**config.mk**
```make
export PLATFORM = sky130hd
export DESIGN_NAME = serial_rx
export DESIGN_NICKNAME = d
export VERILOG_FILES = /design/src/rtl/serial_rx.sv
export SDC_FILE = /design/constraint.sdc
export NUM_CORES = 1
export LEC_CHECK = 0
export CORE_MARGIN = 5
export CORE_UTILIZATION = 25
export CTS_CLUSTER_DIAMETER = 150
export DETAILED_ROUTE_END_ITERATION = 10
export PLACE_DENSITY = 0.52
export SLEW_MARGIN = 20
export SYNTH_ARGS = -nofsm -noshare
export SYNTH_HDL_FRONTEND = slang
export SYNTH_SLANG_ARGS = --single-unit
export TNS_END_PERCENT = 50
```
**constraint.sdc**
```tcl
create_clock -name clk -period 1.9 [get_ports clk]
set_input_delay 0.475 -clock clk [delete_from_list [all_inputs] [get_ports clk]]
set_output_delay 0.475 -clock clk [all_outputs]
set_load 0.05 [all_outputs]
```
**src/rtl/serial_rx.sv**
```systemverilog
`timescale 1ns/1ps
// -----------------------------------------------------------------------------
// serial_rx
//   8N1 UART receiver, LSB first. The rx line is brought into the clock domain
//   through a two-flop synchroniser and oversampled with a free-running 16x
//   baud tick (same divider scheme as the serial transmitter). The start bit
//   is qualified at mid-bit, each data bit is sampled at its centre, and the
//   stop bit is checked. Completed bytes go into a one-entry holding register
//   with a valid/ack handshake.
//
// Ports
//   clk        system clock, all logic on the rising edge
//   rst        synchronous, active-high reset
//   rx         asynchronous serial input, idle high
//   data[7:0]  last received byte, meaningful while valid=1
//   valid      byte available; level held until acknowledged
//   ack        consumer accepts data; ignored while valid=0
//   frame_err  one-cycle pulse when the stop bit is sampled low
//   overrun    one-cycle pulse when a byte lands on an unacknowledged one
//   busy       high whenever the receiver is not idle
// -----------------------------------------------------------------------------
module serial_rx #(
    parameter int CLK_FREQ      = 50_000_000,
    parameter int BAUD          = 9600,
    parameter int CLK_MUL       = CLK_FREQ / (BAUD * 16),
    parameter int CLK_MUL_WIDTH = $clog2(CLK_MUL + 1)
) (
    input  logic       clk,
    input  logic       rst,
    input  logic       rx,
    output logic [7:0] data,
    output logic       valid,
    input  logic       ack,
    output logic       frame_err,
    output logic       overrun,
    output logic       busy
);

    localparam logic [2:0] S_IDLE  = 3'd0;
    localparam logic [2:0] S_START = 3'd1;
    localparam logic [2:0] S_DATA  = 3'd2;
    localparam logic [2:0] S_STOP  = 3'd3;
    localparam logic [2:0] S_BREAK = 3'd4;

    localparam logic [CLK_MUL_WIDTH-1:0] DIV_LAST = CLK_MUL_WIDTH'(CLK_MUL);
    localparam logic [CLK_MUL_WIDTH-1:0] DIV_ONE  = CLK_MUL_WIDTH'(1);

    logic                     rx_m;
    logic                     rx_s;
    logic [CLK_MUL_WIDTH-1:0] div;
    logic                     tick16;
    logic [2:0]               state;
    logic [3:0]               tc;
    logic [2:0]               bi;
    logic [7:0]               shift;
    logic                     stop_tick;
    logic                     byte_done;
    logic                     stop_bad;

    // ---- input synchroniser: reset to the idle (high) line level ----
    always_ff @(posedge clk) begin
        if (rst) begin
            rx_m <= 1'b1;
            rx_s <= 1'b1;
        end else begin
            rx_m <= rx;
            rx_s <= rx_m;
        end
    end

    // ---- 16x tick generator ----
    // Free-running; deliberately not realigned to the start edge, so the
    // start-edge uncertainty is bounded by one tick (1/16 bit).
    assign tick16 = (div == DIV_LAST);

    always_ff @(posedge clk) begin
        if (rst) begin
            div <= '0;
        end else if (tick16) begin
            div <= '0;
        end else begin
            div <= div + DIV_ONE;
        end
    end

    // ---- receive FSM: every transition happens on a tick ----
    // START waits 8 ticks to reach the middle of the start bit; from there
    // each further 16 ticks lands on the centre of the next bit.
    always_ff @(posedge clk) begin
        if (rst) begin
            state <= S_IDLE;
            tc    <= 4'd0;
            bi    <= 3'd0;
        end else if (tick16) begin
            case (state)
                S_IDLE: begin
                    if (!rx_s) begin
                        state <= S_START;
                        tc    <= 4'd0;
                    end
                end
                S_START: begin
                    if (tc == 4'd7) begin
                        if (rx_s) begin
                            state <= S_IDLE;       // glitch, not a start bit
                        end else begin
                            state <= S_DATA;
                            tc    <= 4'd0;
                            bi    <= 3'd0;
                        end
                    end else begin
                        tc <= tc + 4'd1;
                    end
                end
                S_DATA: begin
                    if (tc == 4'd15) begin
                        tc <= 4'd0;
                        if (bi == 3'd7) begin
                            state <= S_STOP;
                        end else begin
                            bi <= bi + 3'd1;
                        end
                    end else begin
                        tc <= tc + 4'd1;
                    end
                end
                S_STOP: begin
                    if (tc == 4'd15) begin
                        state <= rx_s ? S_IDLE : S_BREAK;
                    end else begin
                        tc <= tc + 4'd1;
                    end
                end
                S_BREAK: begin
                    // A line held low reports one framing error, then waits
                    // here rather than decoding a stream of 0x00 bytes.
                    if (rx_s) begin
                        state <= S_IDLE;
                    end
                end
                default: state <= S_IDLE;
            endcase
        end
    end

    // ---- data shift register: LSB arrives first, so shift right ----
    always_ff @(posedge clk) begin
        if (tick16 && state == S_DATA && tc == 4'd15) begin
            shift <= {rx_s, shift[7:1]};
        end
    end

    assign stop_tick = tick16 && (state == S_STOP) && (tc == 4'd15);
    assign byte_done = stop_tick && rx_s;
    assign stop_bad  = stop_tick && !rx_s;

    // ---- holding register and status pulses ----
    // A completing byte takes priority over an ack in the same cycle, so the
    // new byte is never lost; overrun only flags a byte nobody accepted.
    always_ff @(posedge clk) begin
        if (rst) begin
            data      <= 8'd0;
            valid     <= 1'b0;
            frame_err <= 1'b0;
            overrun   <= 1'b0;
        end else begin
            frame_err <= stop_bad;
            overrun   <= byte_done && valid && !ack;
            if (byte_done) begin
                data  <= shift;
                valid <= 1'b1;
            end else if (valid && ack) begin
                valid <= 1'b0;
            end
        end
    end

    assign busy = (state != S_IDLE);

endmodule
```
Yosys cells after proc, flatten, opt, wreduce, memory -nomap -nowiden --
Index checks and enable logic that the tools add are counted.
Storage, ports and cells: input port bits 4, output and inout bits 12, word-level logic and storage cells 72, register bits 40
Operators by class: reduce and logical (&&, ||, !) cells 20, add/sub/neg operators 3, multiplexer cells 21, equality and inequality tests 17
Operators by type and width (count):
- $mux W3 | 11
- $ne A2 B2 Y1 const B | 9
- $mux W4 | 4
- $pmux W4 S4 | 1
- $pmux W3 S5 | 1
- $add A9 B1 Y9 const B | 1
- $eq A9 B9 Y1 const B | 1
- $logic_and A1 B1 Y1 | 9
- $reduce_and A7 Y1 | 1
- $eq A3 B2 Y1 const B | 2
- $eq A3 B3 Y1 const B | 2
- $pmux W3 S2 | 1
- $reduce_and A6 Y1 | 1
- $add A4 B1 Y4 const B | 1
- $eq A4 B3 Y1 const B | 1
- $eq A4 B4 Y1 const B | 1
- $reduce_bool A2 Y1 | 2
- $reduce_bool A4 Y1 | 1
- $add A3 B1 Y3 const B | 1
- $eq A3 B1 Y1 const B | 1
- $logic_not A3 Y1 | 1
- $reduce_and A3 Y1 | 1
- $reduce_bool A3 Y1 | 1
- $logic_not A1 Y1 | 2
- other kinds (3) | 4

Depth between registers and ports, before layout --
Gate-level depths: netlist (run 1).
depth in word-level cells 6, depth in mapped cells 8, gate-level depth less buffers 7

Worst setup path before layout (run 1) --
Ideal clock, no wire load.
kind register -> register, start point reg div[0], end point reg shift[0] (enable), arrival time 1.536 ns, clock period less this slack 1.919 ns, slack -0.019 ns, required time 1.517 ns, library setup time 0.383 ns, path buffers 0, stages on the path, launching flop included 5, cell sequence dfxtp_1 -> ha_1 -> and4bb_4 -> nand2_4 -> nor3_1
On the way: word-level cells in the longest chain between the ends 3
Ends and longest elaborated chain:
- start, declared | RTL line 50 | logic [CLK_MUL_WIDTH-1:0] div;
- start signal, assigned | RTL line 82 | div <= div + DIV_ONE;
- $eq A9 B9 Y1 | RTL line 74 | assign tick16 = (div == DIV_LAST);
- $logic_and A1 B1 Y1 (2 in a row) | RTL line 148 | if (tick16 && state == S_DATA && tc == 4'd15) begin
- end signal, assigned | RTL line 149 | shift <= {rx_s, shift[7:1]};
- end, declared | RTL line 55 | logic [7:0] shift;
Every way passes these cells. A chain may end at the register's enable or synchronous reset.

Worst setup path in the final report (run 1) --
start point reg div[1], end point reg data[1]
On the way: word-level cells in the longest chain between the ends 4
Ends and longest elaborated chain:
- $eq A9 B9 Y1 | RTL line 74
- $logic_and A1 B1 Y1 (2 in a row) | RTL line 153 | assign stop_tick = tick16 && (state == S_STOP) && (tc == 4'd15);
- $logic_and A1 B1 Y1 | RTL line 154 | assign byte_done = stop_tick && rx_s;
- end signal, assigned | RTL line 170 | data <= shift;
- end, declared | RTL line 31 | output logic [7:0] data,
Every way passes these cells.

==> qor.yml, run 1 <==
worst_setup_path:
  r2r_end: "data[1]$_SDFFE_PP0P_"
  max_stage_delay_ns: 0.62
  critical-path-slowest-cell: "or4_4"
  cpLargestDelayFamily: "simple AND/OR/NAND/NOR gates"
  crit_buf_inv: 1
  reg2reg_from: "div[1]$_SDFF_PP0_"
  cp-start-kind: "flop"
  critPathMaxFanout: 9
  crit_arrival_ns: 2.01
  path_cells: "inv_1 -> ha_1 -> and4bb_4 -> nand2_4 -> or4_4 -> mux2i_1 -> nor2_1"
  reg2reg_slack_ns: 0.08
  cp.depth: 7
  end_kind: "flop"
  worstPathRequired_ns: 2.09
  rr_worst_depth: 7
  path_class: "flop to flop"
power_and_ir_drop:
  power_w: 0.00168
  p_leak_nw: 0.870
  irDropWorstVdd_mv: 0.333
  p_per_area_nw_per_um2: 757
layout:
  syn2layout_area_growth_pct: 25.2
  layout_commonest_cell: "nor2_1"
  fin_area_sq_um: 2220
  diodes: 0
  instances_no_fill: 299
  utilization_pct: 32.3
  drive_gt1_share_pct: 26.6
  layout_common_cells: "29 x nor2_1, 28 x dfxtp_1, 26 x buf_4"
  fin_nets: 211
routing:
  dr.pass1.iters: 4
  drcViolationCount: 0
  drt_iter0_drc: 47
  viasPerCell: 4.35
  wl_per_cell_um: 11.7
  ant_nets: 0
  drt-total-wl_mm: 3.50
  num_vias: 1302
placement:
  port_buffers: 15
  placedInstanceArea_sq_um: 2090
  place_inst: 291
  hpwl_mm: 2.54
  place.gp.congestion: 0.751
min_path:
  min_to: "rx_s$_SDFF_PP1_"
  hold_start: "rx_m$_SDFF_PP1_"
  whs_path_depth: 1
  hp-class: "flop to flop"
die:
  floorplan.initialDensity_pct: 25.8
  die_h_um: 94.3
  row_count: 30
  fp.dieArea_sq_um: 8890
  die_x_um: 94.3
  core_sq_um: 6870
  io_pins: 16
yosys:
  syn_avg_cell_area_sq_um: 10.1
  synth_cell_type_count: 42
  synth_top_area_share_pct: 36.1
  synth-edff-count: 8
  synthArstFlopShare_pct: 0
  synth_top_flop_cell: "dfxtp_1"
  yosysWarnings: 0
  synthTopCellsByArea: "dfxtp_1 36%, edfxtp_1 14%, mux2i_1 6.8%"
  syn-cell-area_sq_um: 1780
  yosysSeqAreaShare_pct: 49.6
  synth_top_cell_by_area: "dfxtp_1"
  synthCells: 176
  ys_seq_elements: 40
  synth_nets: 185
sta:
  fin_worst_skew_ns: 0.00791
  setup_violations: 0
  finalCritPeriodShare_pct: 95.8
  worstMarginPinSlew_ns: 0.476
  finalHoldViolCount: 0
  slew_headroom_pct: 68.2
  setup_tns_ns: 0
  rsz0062_at_grt: "yes"
  period_needed_ns: 1.82
  max_freq_mhz: 549
  slew_viol_final: 0
cts:
  clk_pin_slew_ns: 0.08
  insertion_delay_ns: 0.29
  cts_tree: "yes"
  cts_made_buffers: 5
  postCtsHoldBufs: 0
  htree_num_levels: 2
  postCtsSetupRepairBufs: 0
  clkSinkCount: 40
  cts-root-buf: "clkbuf_8"
  cts_buffer_depth: 2
  post_cts_resized: 2
global_route:
  grt_max_degree: 16
  overflow: 0
  grtUsageTotal_pct: 8.74
  grt_pass1_vias: 1253
  grt_pass1_wl_mm: 6.11
  antenna_found_initial: 0
status:
  status: "complete, no violations"
flow_run:
  maxCapViolCount: 0
metrics by stage:
step	hold slack [ns]	setup slack, ns
3_5_place_dp	0.393	0.0751
6_report	0.411	0.0796
2_1_floorplan	0.389	0.0531
5_1_grt	0.450	-0.0516
4_1_cts	0.412	0.0256
3_3_place_gp	0.394	0.113
registers in the layout (all words and copies together), names as in the netlist:
register and flops:
bi 3, data 8, div 9, frame_err 1, overrun 1, rx_m 1, rx_s 1, shift 8
state 3, tc 4, valid 1
worst max-delay path by stage:
stage	startpoint	to	slack, ns
finish	div[1]$_SDFF_PP0_	data[1]$_SDFFE_PP0P_	0.08
global route	div[1]$_SDFF_PP0_	data[3]$_SDFFE_PP0P_	-0.05
CTS	state[2]$_SDFFE_PP0P_	busy	0.03
detailed placement	bi[0]$_SDFFE_PP0P_	state[1]$_SDFFE_PP0P_	0.08
global placement	bi[0]$_SDFFE_PP0P_	state[1]$_SDFFE_PP0P_	0.11
floorplan	div[0]$_SDFF_PP0_	data[0]$_SDFFE_PP0P_	0.05
worst reg2reg max path: cells and delay by family (launching register included):
family,cells,cell delay (ns)
buffers and inverters,1,0.05
and+or+nand+nor,4,1.02
DFF,1,0.32
adders and majority gates,1,0.14
muxes,1,0.20
power breakdown:
part / internal [W] / total (W) / leakage (nW) / switching (W)
Clock: 0.000389 / 0.000687 / 0.0541 / 0.000298
Combinational: 0.0000529 / 0.000112 / 0.483 / 0.0000594
Sequential: 0.000871 / 0.000883 / 0.332 / 0.0000122
Total: 0.00131 / 0.00168 / 0.870 / 0.000370
final cells by class:
class | instances | area, sq um
Fill cell | 714 | 4650
Clock inverter | 3 | 42.5
Multi-Input combinational cell | 121 | 845
Inverter | 4 | 15.0
Clock buffer | 5 | 68.8
Sequential cell | 40 | 886
Timing Repair Buffer | 30 | 245
Tap cell | 96 | 120
cells by family (layout without fill, tap and decap cells):
family	count (synthesis)	in the layout	synth area share, %
flops	40	40	49.6
compound gates	19	19	7.12
buf+inv	15	42	3.81
mux	13	13	7.40
simple gates	75	75	24.1
xor+xnor	9	9	4.44
fa+ha+maj	5	5	3.52
synth_stat cells, types with 4 or more instances:
cell      instances
nand2b_1          5
nor3_1            4
mux2i_1          12
xor2_1            6
inv_1             4
nand3_1           7
nor2_1           29
nand4_1           5
edfxtp_1          8
ha_1              5
clkbuf_1          7
nand2_1           5
dfxtp_1          32
a21oi_1           8
routing by layer:
| layer | track usage, % | part of all wire [%] | up-vias |
|---|---|---|---|
| met2 | 12.6 | 41 | 26 |
| met1 | 12.0 | 53 | 606 |
| li1 | - | - | 668 |
| met5 | 0 | 0 | - |
| met3 | 3.53 | 5.7 | 2 |
| met4 | 2.17 | 0.88 | 0 |
Note: power is estimated with default switching activity, not from simulation.
==> inputs of run 2 (changes only) <==
- ABC_AREA: unset -> 1
- CORE_ASPECT_RATIO: unset -> 0.9
- SLEW_MARGIN: 20 -> unset
==> qor.yml, run 2 <==
die:
  die_h_um: 90.0
  floorplan.initialDensity_pct: 25.4
  row_count: 29
  core_sq_um: 7000
  io_pins: 16
  die_x_um: 98.9
  fp.dieArea_sq_um: 8890
yosys:
  synth-edff-count: 8
  syn-cell-area_sq_um: 1780
  ys_seq_elements: 40
  synth_top_area_share_pct: 36.1
  synthTopCellsByArea: "dfxtp_1 36%, edfxtp_1 14%, nand2_1 9.9%"
  synth_nets: 238
  yosysWarnings: 0
  yosysSeqAreaShare_pct: 49.6
  synth_fa_ha_area_share_pct: 3.52
  synth-simple-area-share_pct: 33.2
  synth_top_flop_cell: "dfxtp_1"
  synth_cell_type_count: 27
  synth_xor_area_share_pct: 0.493
  synth-compound-area-share_pct: 7.89
  synth_commonest_cells: "47 x nand2_1, 47 x nor2_1, 32 x dfxtp_1"
  synthCells: 229
  synthArstFlopShare_pct: 0
  muxShareOfSynthArea_pct: 0
  synth_top_family_by_area: "simple AND/OR/NAND/NOR gates"
  synth_top_cell_by_area: "dfxtp_1"
  syn_avg_cell_area_sq_um: 7.76
sta:
  worstMarginPinSlew_ns: 0.373
  setup_violations: 0
  max_freq_mhz: 550
  finalCritPeriodShare_pct: 95.7
  slew_viol_final: 0
  rsz0062_at_grt: "no"
  fin_ws_ns: 0.0810
  finalHoldViolCount: 0
  slew_headroom_pct: 75.1
  fin_worst_skew_ns: 0.00860
  setup_tns_ns: 0
  period_needed_ns: 1.82
layout:
  top_register: "div"
  layout_common_cells: "47 x nor2_1, 47 x nand2_1, 32 x dfxtp_1"
  syn2layout_area_growth_pct: 21.3
  diodes: 0
  top_regs: "div (9), data (8), shift (8)"
  fin_nets: 261
  utilization_pct: 30.8
  fin_area_sq_um: 2160
  largest_reg_flops: 9
  drive_gt1_share_pct: 14.2
routing:
  dr.pass1.iters: 4
  drcViolationCount: 0
  drt_iter0_drc: 73
  viasPerCell: 4.32
  num_vias: 1493
  ant_nets: 0
  wl_per_cell_um: 10.5
  drt-total-wl_mm: 3.64
placement:
  placedInstanceArea_sq_um: 2040
  hpwl_mm: 2.66
  dp_slack_ns: 0.195
  place.gp.congestion: 0.841
  port_buffers: 15
worst_setup_path:
  end_kind: "output port"
  critPathMaxFanout: 6
  crit_arrival_ns: 1.34
  path_class: "flop to output port"
  path_cells: "nor2_1 -> nand2_1 -> buf_12"
  worstPathRequired_ns: 1.42
  reg2reg_slack_ns: 0.21
  max_stage_delay_ns: 0.38
  cp-start-kind: "flop"
  critical-path-slowest-cell: "dfxtp_1"
power_and_ir_drop:
  switchingPower_w: 0.000336
  clock_power_share_pct: 43.2
  combinationalPowerShare_pct: 2.7
  p_int_w: 0.00128
  p_sw_share_pct: 20.7
  power_w: 0.00162
  p_per_area_nw_per_um2: 751
  sequentialPowerShare_pct: 54.1
  irDropWorstVdd_mv: 0.388
  p_leak_nw: 0.898
cts:
  clk_pin_slew_ns: 0.08
  cts_made_buffers: 5
  cts_buffer_depth: 2
  cts-root-buf: "clkbuf_8"
  postCtsSetupRepairBufs: 0
  cts_tree: "yes"
  clkSinkCount: 40
  htree_num_levels: 2
  post_cts_resized: 0
  insertion_delay_ns: 0.29
  postCtsHoldBufs: 0
global_route:
  overflow: 0
  grt_pass1_wl_mm: 6.36
  grt_max_degree: 17
  antenna_found_initial: 0
  grt_pass1_vias: 1358
  grtUsageTotal_pct: 8.63
status:
  status: "complete, no violations"
min_path:
  hp-class: "flop to flop"
flow_run:
  maxCapViolCount: 0
==> run 2: cell types whose count changed after synthesis, moves of 6 or more <==
cell	delta
clkbuf_1	-6
inv_1	+17
mux2i_1	-12
nand2_1	+42
nand3_1	+15
nor2_1	+18
o21ai_0	+6
==> run 2: per-layer routing <==
layer,share of wire [%],vias up,GRT usage (%)
met5,0,-,0
met4,0.99,0,2.39
met3,4.1,5,2.71
met2,42,21,12.7
met1,53,676,12.1
li1,-,791,-
==> run 2: through the flow <==
stage | instances | hold slack, ns
after floorplan | 229 | 0.389
after global placement | 338 | 0.400
after detailed placement | 338 | 0.397
after CTS | 346 | 0.419
after global routing | 346 | 0.425
final | 346 | 0.411
==> run 2: cell type report <==
| cell class | count | area (sq um) |
|---|---|---|
| Sequential cell | 40 | 881 |
| Fill cell | 739 | 4850 |
| Inverter | 22 | 85.1 |
| Timing Repair Buffer | 18 | 155 |
| Tap cell | 93 | 116 |
| Clock inverter | 3 | 47.5 |
| Clock buffer | 5 | 68.8 |
| Multi-Input combinational cell | 165 | 802 |
==> run 2: kinds of logic after synthesis <==
family | count (synthesis)
AO/OA/AOI/OAI | 26
XOR/XNOR | 1
adder cells (fa/ha/maj) | 5
buffers and inverters | 24
flip-flops | 40
AND/OR/NAND/NOR | 133
==> run 2: worst paths after layout <==
kind | depth (start not counted) | startpoint | endpoint
setup reg to reg | 8 | tc[0]$_SDFFE_PP0P_ | data[1]$_SDFFE_PP0P_
hold reg to reg | 1 | rx_m$_SDFF_PP1_ | rx_s$_SDFF_PP1_
setup / recovery | 3 | state[2]$_SDFFE_PP0P_ | busy
hold / removal | 1 | rx_m$_SDFF_PP1_ | rx_s$_SDFF_PP1_
==> run 2: critical path, delay by kind of cell (launching register included) <==
kind	cells	cell delay (ns)
flip-flops	1	0.38
buffers and inverters	1	0.19
AND/OR/NAND/NOR	2	0.49
==> run 2: power groups by stage <==
| stage | clock [W] | combinational [W] | sequential [W] |
|---|---|---|---|
| after global routing | 0.000764 | 0.0000510 | 0.000877 |
| after floorplan | 0 | 0.0000250 | 0.000893 |
| after CTS | 0.000726 | 0.0000457 | 0.000876 |
| final | 0.000698 | 0.0000445 | 0.000875 |
| after detailed placement | 0 | 0.0000442 | 0.000895 |
| after global placement | 0 | 0.0000433 | 0.000895 |
==> inputs of run 3 (changes only) <==
- SKIP_LAST_GASP: unset -> 1
==> results of run 3 <==
Final layout, timing and power as in run 2 (identical DEF).
